`config.mk`:
```
export PLATFORM = sky130hd
export DESIGN_NAME = vga_timing_gen_flat
export DESIGN_NICKNAME = d
export VERILOG_FILES = /design/src/rtl/vga_timing_gen_if.sv /design/src/rtl/vga_timing_gen.sv /design/src/flat_wrapper.sv
export SDC_FILE = /design/constraint.sdc
export NUM_CORES = 1
export LEC_CHECK = 0
export ABC_AREA = 1
export CELL_PAD_IN_SITES_DETAIL_PLACEMENT = 1
export CELL_PAD_IN_SITES_GLOBAL_PLACEMENT = 2
export CORE_MARGIN = 8
export CORE_UTILIZATION = 31
export CTS_BUF_LIST = sky130_fd_sc_hd__clkbuf_16
export CTS_CLUSTER_SIZE = 12
export DETAILED_ROUTE_END_ITERATION = 8
export PLACE_DENSITY = 0.9
export SYNTH_ARGS = -nofsm -noshare
export SYNTH_HDL_FRONTEND = slang
export SYNTH_SLANG_ARGS = --single-unit
```
`constraint.sdc`:
```
create_clock -name clk -period 3.8 [get_ports clk]
set_input_delay 0.76 -clock clk [delete_from_list [all_inputs] [get_ports clk]]
set_output_delay 0.76 -clock clk [all_outputs]
set_load 0.03 [all_outputs]
```
`src/rtl/vga_timing_gen_if.sv`:
```
// rtl/vga_timing_gen_if.sv - raster timing bundle between the VGA generator and the pixel pipeline
interface vga_timing_gen_if;
  logic       en;
  logic       pix_en;
  logic [9:0] h_cnt;
  logic [9:0] v_cnt;
  logic       valid;
  logic       hsync;
  logic       vsync;
  logic       line_start;
  logic       frame_start;

  modport master (
    input  en,
    output pix_en, h_cnt, v_cnt, valid, hsync, vsync, line_start, frame_start
  );

  modport slave (
    output en,
    input  pix_en, h_cnt, v_cnt, valid, hsync, vsync, line_start, frame_start
  );
endinterface

```
`src/rtl/vga_timing_gen.sv`:
```
// rtl/vga_timing_gen.sv - 640x480@60 VGA raster timing with pixel-enable divider
// Decodes are registered from next-state counters so syncs/valid never lag h_cnt/v_cnt.
module vga_timing_gen #(
  parameter int CLK_DIV  = 4,
  parameter int H_DISP   = 640,
  parameter int H_FP     = 16,
  parameter int H_SYNC   = 96,
  parameter int H_BP     = 48,
  parameter int V_DISP   = 480,
  parameter int V_FP     = 10,
  parameter int V_SYNC   = 2,
  parameter int V_BP     = 33,
  parameter bit SYNC_POL = 1'b0
) (
  input  logic             clk,
  input  logic             rst_n,
  vga_timing_gen_if.master vif
);
  localparam int H_TOTAL = H_DISP + H_FP + H_SYNC + H_BP;
  localparam int V_TOTAL = V_DISP + V_FP + V_SYNC + V_BP;
  localparam int DIV_W   = (CLK_DIV > 1) ? $clog2(CLK_DIV) : 1;

  localparam logic [DIV_W-1:0] DIV_LAST = DIV_W'(CLK_DIV - 1);
  localparam logic [9:0] H_LAST  = 10'(H_TOTAL - 1);
  localparam logic [9:0] V_LAST  = 10'(V_TOTAL - 1);
  localparam logic [9:0] H_VIS   = 10'(H_DISP);
  localparam logic [9:0] V_VIS   = 10'(V_DISP);
  localparam logic [9:0] HS_BEG  = 10'(H_DISP + H_FP);
  localparam logic [9:0] HS_END  = 10'(H_DISP + H_FP + H_SYNC);
  localparam logic [9:0] VS_BEG  = 10'(V_DISP + V_FP);
  localparam logic [9:0] VS_END  = 10'(V_DISP + V_FP + V_SYNC);

  logic [DIV_W-1:0] div_cnt;
  logic [9:0]       h_cnt, v_cnt, h_nxt, v_nxt;
  logic             pix_tick, h_wrap, v_wrap;
  logic             pix_en, valid, hsync, vsync, line_start, frame_start;

  assign pix_tick = vif.en && (div_cnt == DIV_LAST);

  always_comb begin
    h_nxt  = h_cnt;
    v_nxt  = v_cnt;
    h_wrap = 1'b0;
    v_wrap = 1'b0;
    if (pix_tick) begin
      if (h_cnt == H_LAST) begin
        h_nxt  = '0;
        h_wrap = 1'b1;
        if (v_cnt == V_LAST) begin
          v_nxt  = '0;
          v_wrap = 1'b1;
        end else begin
          v_nxt = v_cnt + 10'd1;
        end
      end else begin
        h_nxt = h_cnt + 10'd1;
      end
    end
  end

  always_ff @(posedge clk or negedge rst_n) begin
    if (!rst_n) begin
      div_cnt     <= '0;
      h_cnt       <= '0;
      v_cnt       <= '0;
      pix_en      <= 1'b0;
      valid       <= 1'b0;
      hsync       <= ~SYNC_POL;
      vsync       <= ~SYNC_POL;
      line_start  <= 1'b0;
      frame_start <= 1'b0;
    end else if (vif.en) begin
      div_cnt     <= pix_tick ? '0 : div_cnt + DIV_W'(1);
      h_cnt       <= h_nxt;
      v_cnt       <= v_nxt;
      pix_en      <= pix_tick;
      valid       <= (h_nxt < H_VIS) && (v_nxt < V_VIS);
      hsync       <= ((h_nxt >= HS_BEG) && (h_nxt < HS_END)) ? SYNC_POL : ~SYNC_POL;
      vsync       <= ((v_nxt >= VS_BEG) && (v_nxt < VS_END)) ? SYNC_POL : ~SYNC_POL;
      line_start  <= h_wrap;
      frame_start <= h_wrap && v_wrap;
    end else begin
      // Paused: position and levels hold, but strobes must not repeat.
      pix_en      <= 1'b0;
      line_start  <= 1'b0;
      frame_start <= 1'b0;
    end
  end

  assign vif.pix_en      = pix_en;
  assign vif.h_cnt       = h_cnt;
  assign vif.v_cnt       = v_cnt;
  assign vif.valid       = valid;
  assign vif.hsync       = hsync;
  assign vif.vsync       = vsync;
  assign vif.line_start  = line_start;
  assign vif.frame_start = frame_start;
endmodule

```
`src/flat_wrapper.sv`:
```
// flat-port wrapper written by rule: the top's interface ports become plain ports
module vga_timing_gen_flat 
#(
  parameter int CLK_DIV  = 4,
  parameter int H_DISP   = 640,
  parameter int H_FP     = 16,
  parameter int H_SYNC   = 96,
  parameter int H_BP     = 48,
  parameter int V_DISP   = 480,
  parameter int V_FP     = 10,
  parameter int V_SYNC   = 2,
  parameter int V_BP     = 33,
  parameter bit SYNC_POL = 1'b0
)
  (clk, rst_n, vif_en, vif_pix_en, vif_h_cnt, vif_v_cnt, vif_valid, vif_hsync, vif_vsync, vif_line_start, vif_frame_start);
  vga_timing_gen_if vif_i ();
  input  logic clk;
  input  logic rst_n;
  input wire logic [$bits(vif_i.en)-1:0] vif_en;
  output wire logic [$bits(vif_i.pix_en)-1:0] vif_pix_en;
  output wire logic [$bits(vif_i.h_cnt)-1:0] vif_h_cnt;
  output wire logic [$bits(vif_i.v_cnt)-1:0] vif_v_cnt;
  output wire logic [$bits(vif_i.valid)-1:0] vif_valid;
  output wire logic [$bits(vif_i.hsync)-1:0] vif_hsync;
  output wire logic [$bits(vif_i.vsync)-1:0] vif_vsync;
  output wire logic [$bits(vif_i.line_start)-1:0] vif_line_start;
  output wire logic [$bits(vif_i.frame_start)-1:0] vif_frame_start;
  assign vif_i.en = vif_en;
  assign vif_pix_en = vif_i.pix_en;
  assign vif_h_cnt = vif_i.h_cnt;
  assign vif_v_cnt = vif_i.v_cnt;
  assign vif_valid = vif_i.valid;
  assign vif_hsync = vif_i.hsync;
  assign vif_vsync = vif_i.vsync;
  assign vif_line_start = vif_i.line_start;
  assign vif_frame_start = vif_i.frame_start;
  vga_timing_gen #(.CLK_DIV(CLK_DIV), .H_DISP(H_DISP), .H_FP(H_FP), .H_SYNC(H_SYNC), .H_BP(H_BP), .V_DISP(V_DISP), .V_FP(V_FP), .V_SYNC(V_SYNC), .V_BP(V_BP), .SYNC_POL(SYNC_POL)) u_core (.clk(clk), .rst_n(rst_n), .vif(vif_i));
endmodule
```
==> results of run 1 <==
## metrics by stage
| stage | area, µm² | utilization (%) | setup WS, ns | hold slack, ns | instances |
|---|---|---|---|---|---|
| after global routing | 2060 | 40.9 | 1.17 | 0.487 | 321 |
| final | 2060 | 40.9 | 1.37 | 0.466 | 321 |
| after global placement | 1960 | 38.8 | 1.11 | 0.457 | 317 |
| after CTS | 2060 | 40.9 | 1.34 | 0.471 | 321 |
| after floorplan | 1600 | - | 1.94 | 0.439 | 220 |
| after detailed placement | 1960 | 38.8 | 1.05 | 0.462 | 317 |
## area by class of cell
cell class / instances / area [µm²]
Multi-Input combinational cell: 150 / 724
Fill cell: 646 / 2980
Clock buffer: 3 / 75.1
Tap cell: 70 / 87.6
Inverter: 40 / 153
Clock inverter: 1 / 30.0
Timing Repair Buffer: 29 / 288
Sequential cell: 28 / 703
## flip-flops by register name (all words and copies together) (netlist names)
signal / cells
u_core.vif.frame_start: 1
u_core.vif.hsync: 1
u_core.vif.line_start: 1
u_core.vif.vsync: 1
u_core.vif.v_cnt: 10
u_core.vif.valid: 1
u_core.vif.pix_en: 1
u_core.vif.h_cnt: 10
u_core.div_cnt: 2
## layer usage
layer | share of wire (%) | routed length, µm | vias up | track usage [%]
met5 | 0 | 0 | - | 0
met4 | 2.0 | 79 | 0 | 5.16
met3 | 2.3 | 94 | 5 | 1.41
met2 | 46 | 1860 | 17 | 18.2
met1 | 49 | 1970 | 657 | 14.8
li1 | - | - | 733 | -
## power groups by stage
stage / clock network [µW] / logic [µW] / registers, µW
detailed placement: 0 / 311 / 397
global route: 334 / 343 / 401
global placement: 0 / 306 / 396
floorplan: 0 / 131 / 459
CTS: 325 / 314 / 392
finish: 315 / 310 / 390
## critical path: cells and delay by family
family	cells	cell delay [ns]
buf+inv	2	0.83
simple gates	10	0.98
## cells by family after synthesis
logic type,synth area share (%)
AOI/OAI and AO/OA,4.68
xor gates and xnor gates,0.547
adders and majority gates,3.12
buffers and inverters,10.9
DFF,43.9
and+or+nand+nor,36.8
## worst min path at each step
stage | to | slack, ns | startpoint | cells past startpoint
after floorplan | u_core.div_cnt[0] | 0.44 | u_core.div_cnt[0] | 1
after global placement | u_core.div_cnt[0] | 0.46 | u_core.div_cnt[0] | 1
after detailed placement | u_core.div_cnt[0] | 0.46 | u_core.div_cnt[0] | 1
after CTS | u_core.div_cnt[0] | 0.47 | u_core.div_cnt[0] | 1
after global routing | u_core.div_cnt[0] | 0.49 | u_core.div_cnt[0] | 1
final | u_core.div_cnt[0] | 0.47 | u_core.div_cnt[0] | 1
## cell usage after synthesis
cell type and number:
nor3b_1 1, nand3_1 17, nand4_1 1, nor3_1 2, o21bai_1 1, nand2_4 2, o21ai_1 2, clkinv_1 1
buf_4 1, o211ai_1 1, inv_1 36, nor2_1 32, xor2_1 1, nor2_8 1, o21ai_0 5, inv_4 1
nand2_1 67, nor2_4 2, nor2_2 1, nand3_2 2, dfstp_2 2, nand2_2 2, a21oi_1 5, and3_1 1
buf_8 1, ha_1 4, dfrtp_1 26, inv_2 2
==> flow_summary.json, run 1 <==
{
  "hold_violations": 0,
  "min_period_over_period_pct": 63.9,
  "worstPathRequired_ns": 3.96,
  "antenna_cells": 0,
  "globalplace.congestion": 0.753,
  "clock_skew_ns": 0.00377,
  "cts_buffers": 3,
  "die_x_um": 87.9,
  "antenna_found_initial": 0,
  "drt-pass1-iter-count": 4,
  "worstPathArrival_ns": 2.59,
  "rows": 26,
  "yosysTopAreaCell": "dfrtp_1",
  "tns_ns": 0,
  "clkPwrFrac_pct": 31.1,
  "die_area_mm2": 0.00773,
  "netlist_area_mm2": 0.00160,
  "max_cap_viol_count": 0,
  "cts_tree": "yes",
  "viasPerCell": 4.40,
  "setup_viol": 0,
  "synth_cell_types": 28,
  "yosys_warnings": 0,
  "ir_worst_vdd_uv": 244,
  "netSwitchingPower_uw": 346,
  "syn-num-nets": 227,
  "power_uw": 1020,
  "leakagePower_uw": 0.00108,
  "sw_frac_of_total_pct": 34.1,
  "max_freq_mhz": 412,
  "cp-start-kind": "primary input",
  "hpwl_um": 3130,
  "cts_root_buf": "clkbuf_16",
  "p_comb_share_pct": 30.5,
  "maxSlewViolCount": 0,
  "grt_max_degree": 29,
  "cts_hold_buf": 0,
  "clk_path_buf_depth": 2,
  "cp_slowest_cell": "clkdlybuf4s50_1",
  "crit_top_cell": "nand2_1",
  "layout_common_cells": "nand2_1 (67), inv_1 (36), nor2_1 (32), clkdlybuf4s50_1 (28), dfrtp_1 (26)",
  "layout_commonest_cell": "nand2_1",
  "hold_path.class": "reg2reg",
  "p_int_uw": 669,
  "grtUsageTotal_pct": 11.3,
  "path_cells": "clkdlybuf4s50_1 > nand2_4 > inv_4 > nand2_4 > nor2_8 > nand2_1 > nand2_1 > nand2_1 > nor2_1 > nand2_1 > nand2_1 > nand2_1",
  "rr_startpoint": "u_core.vif.h_cnt[1]",
  "post-route-min-period_ns": 2.43,
  "cp_max_fo": 15,
  "drtIter0Drc": 31,
  "ys_seq_area_share_pct": 43.9,
  "first_global_vias": 1415,
  "cts_setup_buffers": 0,
  "h-tree-depth": 1,
  "cts-resized-gates": 0,
  "r2r_end": "u_core.vif.valid",
  "slew_headroom_pct": 75.2,
  "synth_seq_cells": 28,
  "crit_end": "u_core.vif.valid",
  "tightest_slew_ns": 0.371,
  "final_nets": 259,
  "grt_overflow_total": 0,
  "worstSkewPairLatency_ns": 0.27,
  "clkSlewWorstSetupHoldPaths_ns": 0.07,
  "crit_path_end_kind": "flip-flop",
  "crit_type": "in2reg",
  "grt_pass1_wl_um": 6910,
  "wl_per_cell_um": 12.5,
  "core-area_mm2": 0.00504,
  "area_growth_pct": 28.6,
  "drcViolationCount": 0,
  "numClockSinks": 28,
  "vias": 1412,
  "crit_start": "vif_en",
  "seqPwrFrac_pct": 38.4,
  "power_density_mw_per_mm2": 493,
  "max_stage_delay_ns": 0.69,
  "yosys-top-cells-area": "dfrtp_1 (41%), nand2_1 (16%), inv_1 (8.4%)",
  "synth_top_area_share_pct": 40.6,
  "ios": 29,
  "rsz0062_at_grt": "no",
  "avgSynthCellArea_um2": 7.29,
  "antenna_left": 0,
  "die_y_um": 87.9,
  "initial_core_util_pct": 31.8,
  "totalWireLength_um": 4010,
  "status": "finished, final reports clean",
  "drive_above_1_share_pct": 7.97,
  "r2r_setup_slack_ns": 1.93,
  "numPortBuffers": 28,
  "worstRegToRegCells": 12,
  "syn_inst": 220
}
Power figures use the tool's default switching activity.
==> inputs of run 2 (changes only) <==
- CORE_UTILIZATION: 31 -> 29
- PLACE_DENSITY: 0.9 -> 0.86
- clock period: 3.8 -> 2.3 ns (I/O delays scaled with it)
==> run 2 against run 1 <==
  * Worst setup slack lost 1.0 ns
  * Sequential cell count is the same
  * First-iteration DRC count grew 61%
  * Critical path depth shrank 11
  * Highest routed layer unchanged
  * Combinational power grew 63%
  * Routed wire length grew 1.9%
  * Count of clock-buffer cells in the layout is the same
  * Sequential share of layout area grew 0.15 points
  * Final area shrank 0.43%
  * Power grew 53%
  * Clock power grew 28%
  * Cell count grew 1.2%
==> flow_summary.json, run 2 (same netlist as run 1, synthesis figures left out) <==
{
  "status": "finished, final reports clean",
  "grtUsageTotal_pct": 10.4,
  "die_x_um": 90.3,
  "vias": 1438,
  "area_growth_pct": 28.0,
  "rows": 27,
  "final_nets": 261,
  "drt-pass1-iter-count": 4,
  "initial_core_util_pct": 29.5,
  "rsz0062_at_grt": "no",
  "totalWireLength_um": 4080,
  "clock_skew_ns": 0.00600,
  "setup_viol": 0,
  "r2r_end": "u_core.vif.hsync",
  "worstRegToRegCells": 11,
  "crit_type": "reg2out",
  "crit_buf_inv": 1,
  "path_cells": "clkdlybuf4s50_1",
  "cts_buffers": 3,
  "top_regs": "u_core.vif.h_cnt: 10 flops, u_core.vif.v_cnt: 10 flops, u_core.div_cnt: 2 flops",
  "clk_path_buf_depth": 2,
  "core-area_mm2": 0.00544,
  "hold_violations": 0,
  "hp-start": "u_core.div_cnt[0]",
  "first_global_vias": 1518,
  "slew_headroom_pct": 75.3,
  "placed_cell_area_mm2": 0.00197,
  "worstSkewPairLatency_ns": 0.26,
  "min_period_over_period_pct": 84.0,
  "tns_ns": 0,
  "grt_pass1_wl_um": 7130,
  "cts_root_buf": "clkbuf_16",
  "maxSlewViolCount": 0,
  "cts_setup_buffers": 0,
  "max_cap_viol_count": 0,
  "viasPerCell": 4.42,
  "worstPathArrival_ns": 1.47,
  "ir_worst_vdd_uv": 332,
  "cts_hold_buf": 0,
  "postLayoutCellArea_mm2": 0.00205,
  "timing.hold.ws_ns": 0.477,
  "r2r_setup_slack_ns": 0.50,
  "layout_common_cells": "nand2_1 (67), inv_1 (36), nor2_1 (32), clkdlybuf4s50_1 (28), dfrtp_1 (26)",
  "cts-resized-gates": 0,
  "globalplace.congestion": 0.772,
  "die_area_mm2": 0.00816,
  "cp_max_fo": 2,
  "max_stage_delay_ns": 0.67,
  "ios": 29,
  "leakagePower_uw": 0.00108,
  "min_path_cells": 1,
  "drive_above_1_share_pct": 8.30,
  "hpwl_um": 3300,
  "grt_overflow_total": 0,
  "cp-start-kind": "flip-flop",
  "post-route-min-period_ns": 1.93,
  "worstPathRequired_ns": 1.84,
  "drtIter0Drc": 50,
  "hold_path.class": "reg2reg",
  "power_density_mw_per_mm2": 758,
  "numPortBuffers": 28,
  "crit_path_end_kind": "primary output",
  "die_y_um": 90.3,
  "antenna_cells": 0,
  "antenna_left": 0,
  "layout_commonest_cell": "nand2_1",
  "clkSlewWorstSetupHoldPaths_ns": 0.07,
  "rr_startpoint": "u_core.vif.h_cnt[0]",
  "fillCellCount": 676,
  "grt_max_degree": 29,
  "cp_slowest_cell": "clkdlybuf4s50_1",
  "tightest_slew_ns": 0.371,
  "numClockSinks": 28,
  "cp_top_family": "buffers and inverters",
  "cts_tree": "yes",
  "max_freq_mhz": 518,
  "h-tree-depth": 1,
  "min_to": "u_core.div_cnt[0]",
  "drcViolationCount": 0,
  "wl_per_cell_um": 12.6,
  "antenna_found_initial": 0
}
==> run 2: cell types whose count changed in the layout (fill, tap and decap cells not counted), sizes merged <==
cell / change
bufinv: -1
clkinv: +1
buf: +2
==> run 2: how the worst max path moves through the flow <==
stage,depth (start not counted),slack [ns],endpoint,from
finish,1,0.37,vif_hsync,u_core.vif.hsync
global route,12,0.21,u_core.vif.valid,vif_en
CTS,1,0.36,vif_vsync,u_core.vif.vsync
detailed placement,12,0.11,u_core.vif.valid,vif_en
global placement,12,0.15,u_core.vif.valid,vif_en
floorplan,13,0.51,u_core.vif.vsync,u_core.vif.h_cnt[1]
==> run 2: cell type report <==
type | count | area, µm² | share of cell area [%]
Clock buffer | 3 | 75.1 | 3.66
Clock inverter | 1 | 3.75 | 0.183
Inverter | 40 | 153 | 7.44
Multi-Input combinational cell | 150 | 724 | 35.3
Sequential cell | 28 | 703 | 34.3
Tap cell | 72 | 90.1 | 4.39
Timing Repair Buffer | 31 | 303 | 14.8
==> run 2: where the power goes <==
part           internal, µW  switching [µW]
sequential              568            78.4
combinational           191             314
clock                   233             171
==> run 2: through the flow <==
stage / utilization (%) / setup WS, ns / power (µW) / cells
floorplan: - / 0.513 / 974 / 220
global placement: 36.3 / 0.151 / 1160 / 321
detailed placement: 36.3 / 0.111 / 1180 / 321
CTS: 37.7 / 0.358 / 1590 / 325
global route: 37.7 / 0.214 / 1660 / 325
finish: 37.7 / 0.368 / 1560 / 325
==> run 2: layer usage <==
metal	track usage [%]	routed length [µm]	vias to the layer above
met5	0	0	-
met4	4.16	40	0
met2	18.0	2020	16
li1	-	-	735
met1	12.4	1900	685
met3	1.83	121	2
==> inputs of run 3 (changes only) <==
- clock period: 2.3 -> 1.99 ns (I/O delays scaled with it)
==> run 3 against run 2 <==
  * Critical path type unchanged
  * Non-clock buffer count grew 9
  * Worst setup slack lost 0.24 ns
  * Global-route usage grew 0.37 points
  * Clock skew shrank 0.0021 ns
  * Largest cell class unchanged
  * Hold slack lost 0.0040 ns
  * Routed wire length grew 1.6%
  * Cell count grew 2.8%
  * Sequential share of layout area shrank 1.7 points
  * Core utilization grew 1.9 points
  * Count of clock-buffer cells in the layout is the same
==> flow_summary.json, run 3 (same netlist as run 1, synthesis figures left out) <==
{
  "drtIter0Drc": 24,
  "r2r_setup_slack_ns": 0.19,
  "ir_worst_vdd_uv": 459,
  "grt_util_met3_pct": 2.00,
  "grt_use_met1_pct": 13.2,
  "vias": 1456,
  "clkPwrFrac_pct": 30.7,
  "setup_viol": 0,
  "die_x_um": 90.3,
  "layout_common_cells": "nand2_1 (67), inv_1 (36), nor2_1 (31), clkdlybuf4s50_1 (28), dfrtp_1 (26)",
  "maxSlewViolCount": 0,
  "fillCellCount": 681,
  "antenna_left": 0,
  "rsz0062_at_grt": "no",
  "cp_max_fo": 2,
  "final_nets": 270,
  "drcViolationCount": 0,
  "die_y_um": 90.3,
  "drt-pass1-iter-count": 4,
  "slew_headroom_pct": 75.1,
  "final_cells": 334,
  "hpwl_um": 3300,
  "antenna_found_initial": 0,
  "numPortBuffers": 28,
  "status": "finished, final reports clean",
  "crit_type": "reg2out",
  "h-tree-depth": 1,
  "p_int_uw": 1310,
  "power_density_mw_per_mm2": 922,
  "cts_setup_buffers": 0,
  "initial_core_util_pct": 29.5,
  "sw_frac_of_total_pct": 34.3,
  "grtUsageTotal_pct": 10.8,
  "grtUsageMet2_pct": 18.5,
  "hold_path.class": "reg2reg",
  "cp_slowest_cell": "clkdlybuf4s50_1",
  "ios": 29,
  "numClockSinks": 28,
  "clkSlewWorstSetupHoldPaths_ns": 0.07,
  "worstSkewPairLatency_ns": 0.26,
  "path_cells": "clkdlybuf4s50_1",
  "max_cap_viol_count": 0,
  "cts_hold_buf": 0,
  "hold_violations": 0,
  "r2r_end": "u_core.vif.hsync",
  "grt_pass1_wl_um": 7330,
  "dp.cells": 330,
  "top_regs": "u_core.vif.h_cnt: 10 flops, u_core.vif.v_cnt: 10 flops, u_core.div_cnt: 2 flops",
  "cp.depth": 1,
  "worstPathArrival_ns": 1.47,
  "cts_root_buf": "clkbuf_16",
  "globalplace.congestion": 0.823,
  "totalWireLength_um": 4150,
  "cts_tree": "yes",
  "first_global_vias": 1537,
  "rows": 27,
  "die_area_mm2": 0.00816,
  "core-area_mm2": 0.00544,
  "cts_buffers": 3,
  "clk_path_buf_depth": 2,
  "rr_startpoint": "u_core.vif.h_cnt[1]",
  "cp_top_family": "buffers and inverters",
  "worstRegToRegCells": 11,
  "clock_skew_ns": 0.00391,
  "power_uw": 1990,
  "busiest_layer": "met2",
  "crit_buf_inv": 1,
  "max_stage_delay_ns": 0.67,
  "crit_end": "vif_vsync",
  "post-route-min-period_ns": 1.87,
  "grt_overflow_total": 0,
  "grt_max_degree": 29,
  "antenna_cells": 0,
  "netSwitchingPower_uw": 681,
  "max_freq_mhz": 536,
  "layout_commonest_cell": "nand2_1",
  "cp-start-kind": "flip-flop",
  "leakagePower_uw": 0.00114,
  "tightest_slew_ns": 0.374,
  "min_period_over_period_pct": 93.8,
  "drive_above_1_share_pct": 13.0,
  "tns_ns": 0,
  "p_comb_share_pct": 32.0,
  "seqPwrFrac_pct": 37.3,
  "wl_per_cell_um": 12.4,
  "worstPathRequired_ns": 1.59,
  "area_growth_pct": 34.5,
  "crit_start": "u_core.vif.vsync",
  "crit_path_end_kind": "primary output",
  "viasPerCell": 4.36
}
-- run 3: changes by cell type in the layout (fill, tap and decap cells not counted), sizes merged --
| cell | change |
|---|---|
| clkinv | -1 |
| buf | +9 |
| bufinv | +1 |
-- run 3: worst min-delay path by stage --
stage                      startpoint                 to  cells after the start
floorplan                       rst_n  u_core.div_cnt[0]                      0
global placement    u_core.div_cnt[0]  u_core.div_cnt[0]                      1
detailed placement  u_core.div_cnt[0]  u_core.div_cnt[0]                      1
CTS                 u_core.div_cnt[0]  u_core.div_cnt[0]                      1
global route        u_core.div_cnt[0]  u_core.div_cnt[0]                      1
finish              u_core.div_cnt[0]  u_core.div_cnt[0]                      1
-- run 3: per-layer routing --
layer	wire [µm]	part of all wire (%)
met1	1950	47
met2	2040	49
met3	109	2.6
met4	48	1.2
met5	0	0
-- run 3: worst reg2reg max path: cells and delay by family, from the launching register on --
family | cells | cell delay (ns)
adder cells (fa/ha/maj) | 1 | 0.21
AND/OR/NAND/NOR | 4 | 0.45
buffers and inverters | 3 | 0.31
flip-flops | 1 | 0.41
AO/OA/AOI/OAI | 3 | 0.35
-- run 3: power by group through the flow --
stage	Sequential [µW]	Combinational, µW	Clock (µW)
finish	741	636	609
global route	754	710	640
CTS	742	638	622
detailed placement	753	634	0
global placement	751	627	0
floorplan	876	250	0
-- run 3: cell type report --
cell class | count | area [µm²] | area share [%]
clock buffer | 3 | 75.1 | 3.48
sequential | 28 | 703 | 32.6
timing repair buffer | 40 | 370 | 17.2
inverter | 40 | 153 | 7.08
multi-input combinational | 150 | 734 | 34.1
tap | 72 | 90.1 | 4.18
clock inverter | 1 | 30.0 | 1.39
-- run 3: metrics by stage --
step	instance area (µm²)	hold WS [ns]	worst slack (ns)	utilization, %
6_report	2160	0.473	0.124	39.6
5_1_grt	2160	0.504	0.0214	39.6
4_1_cts	2150	0.476	0.0269	39.5
3_5_place_dp	2040	0.467	-0.0972	37.5
3_3_place_gp	2040	0.462	-0.0561	37.5
2_1_floorplan	1600	0.102	0.203	-
-- run 3: repair_timing --
item                                   4_1_cts  5_1_grt
setup endpoints to repair                    0        1
endpoints found under the hold margin        0        0
resized for setup                            0        3
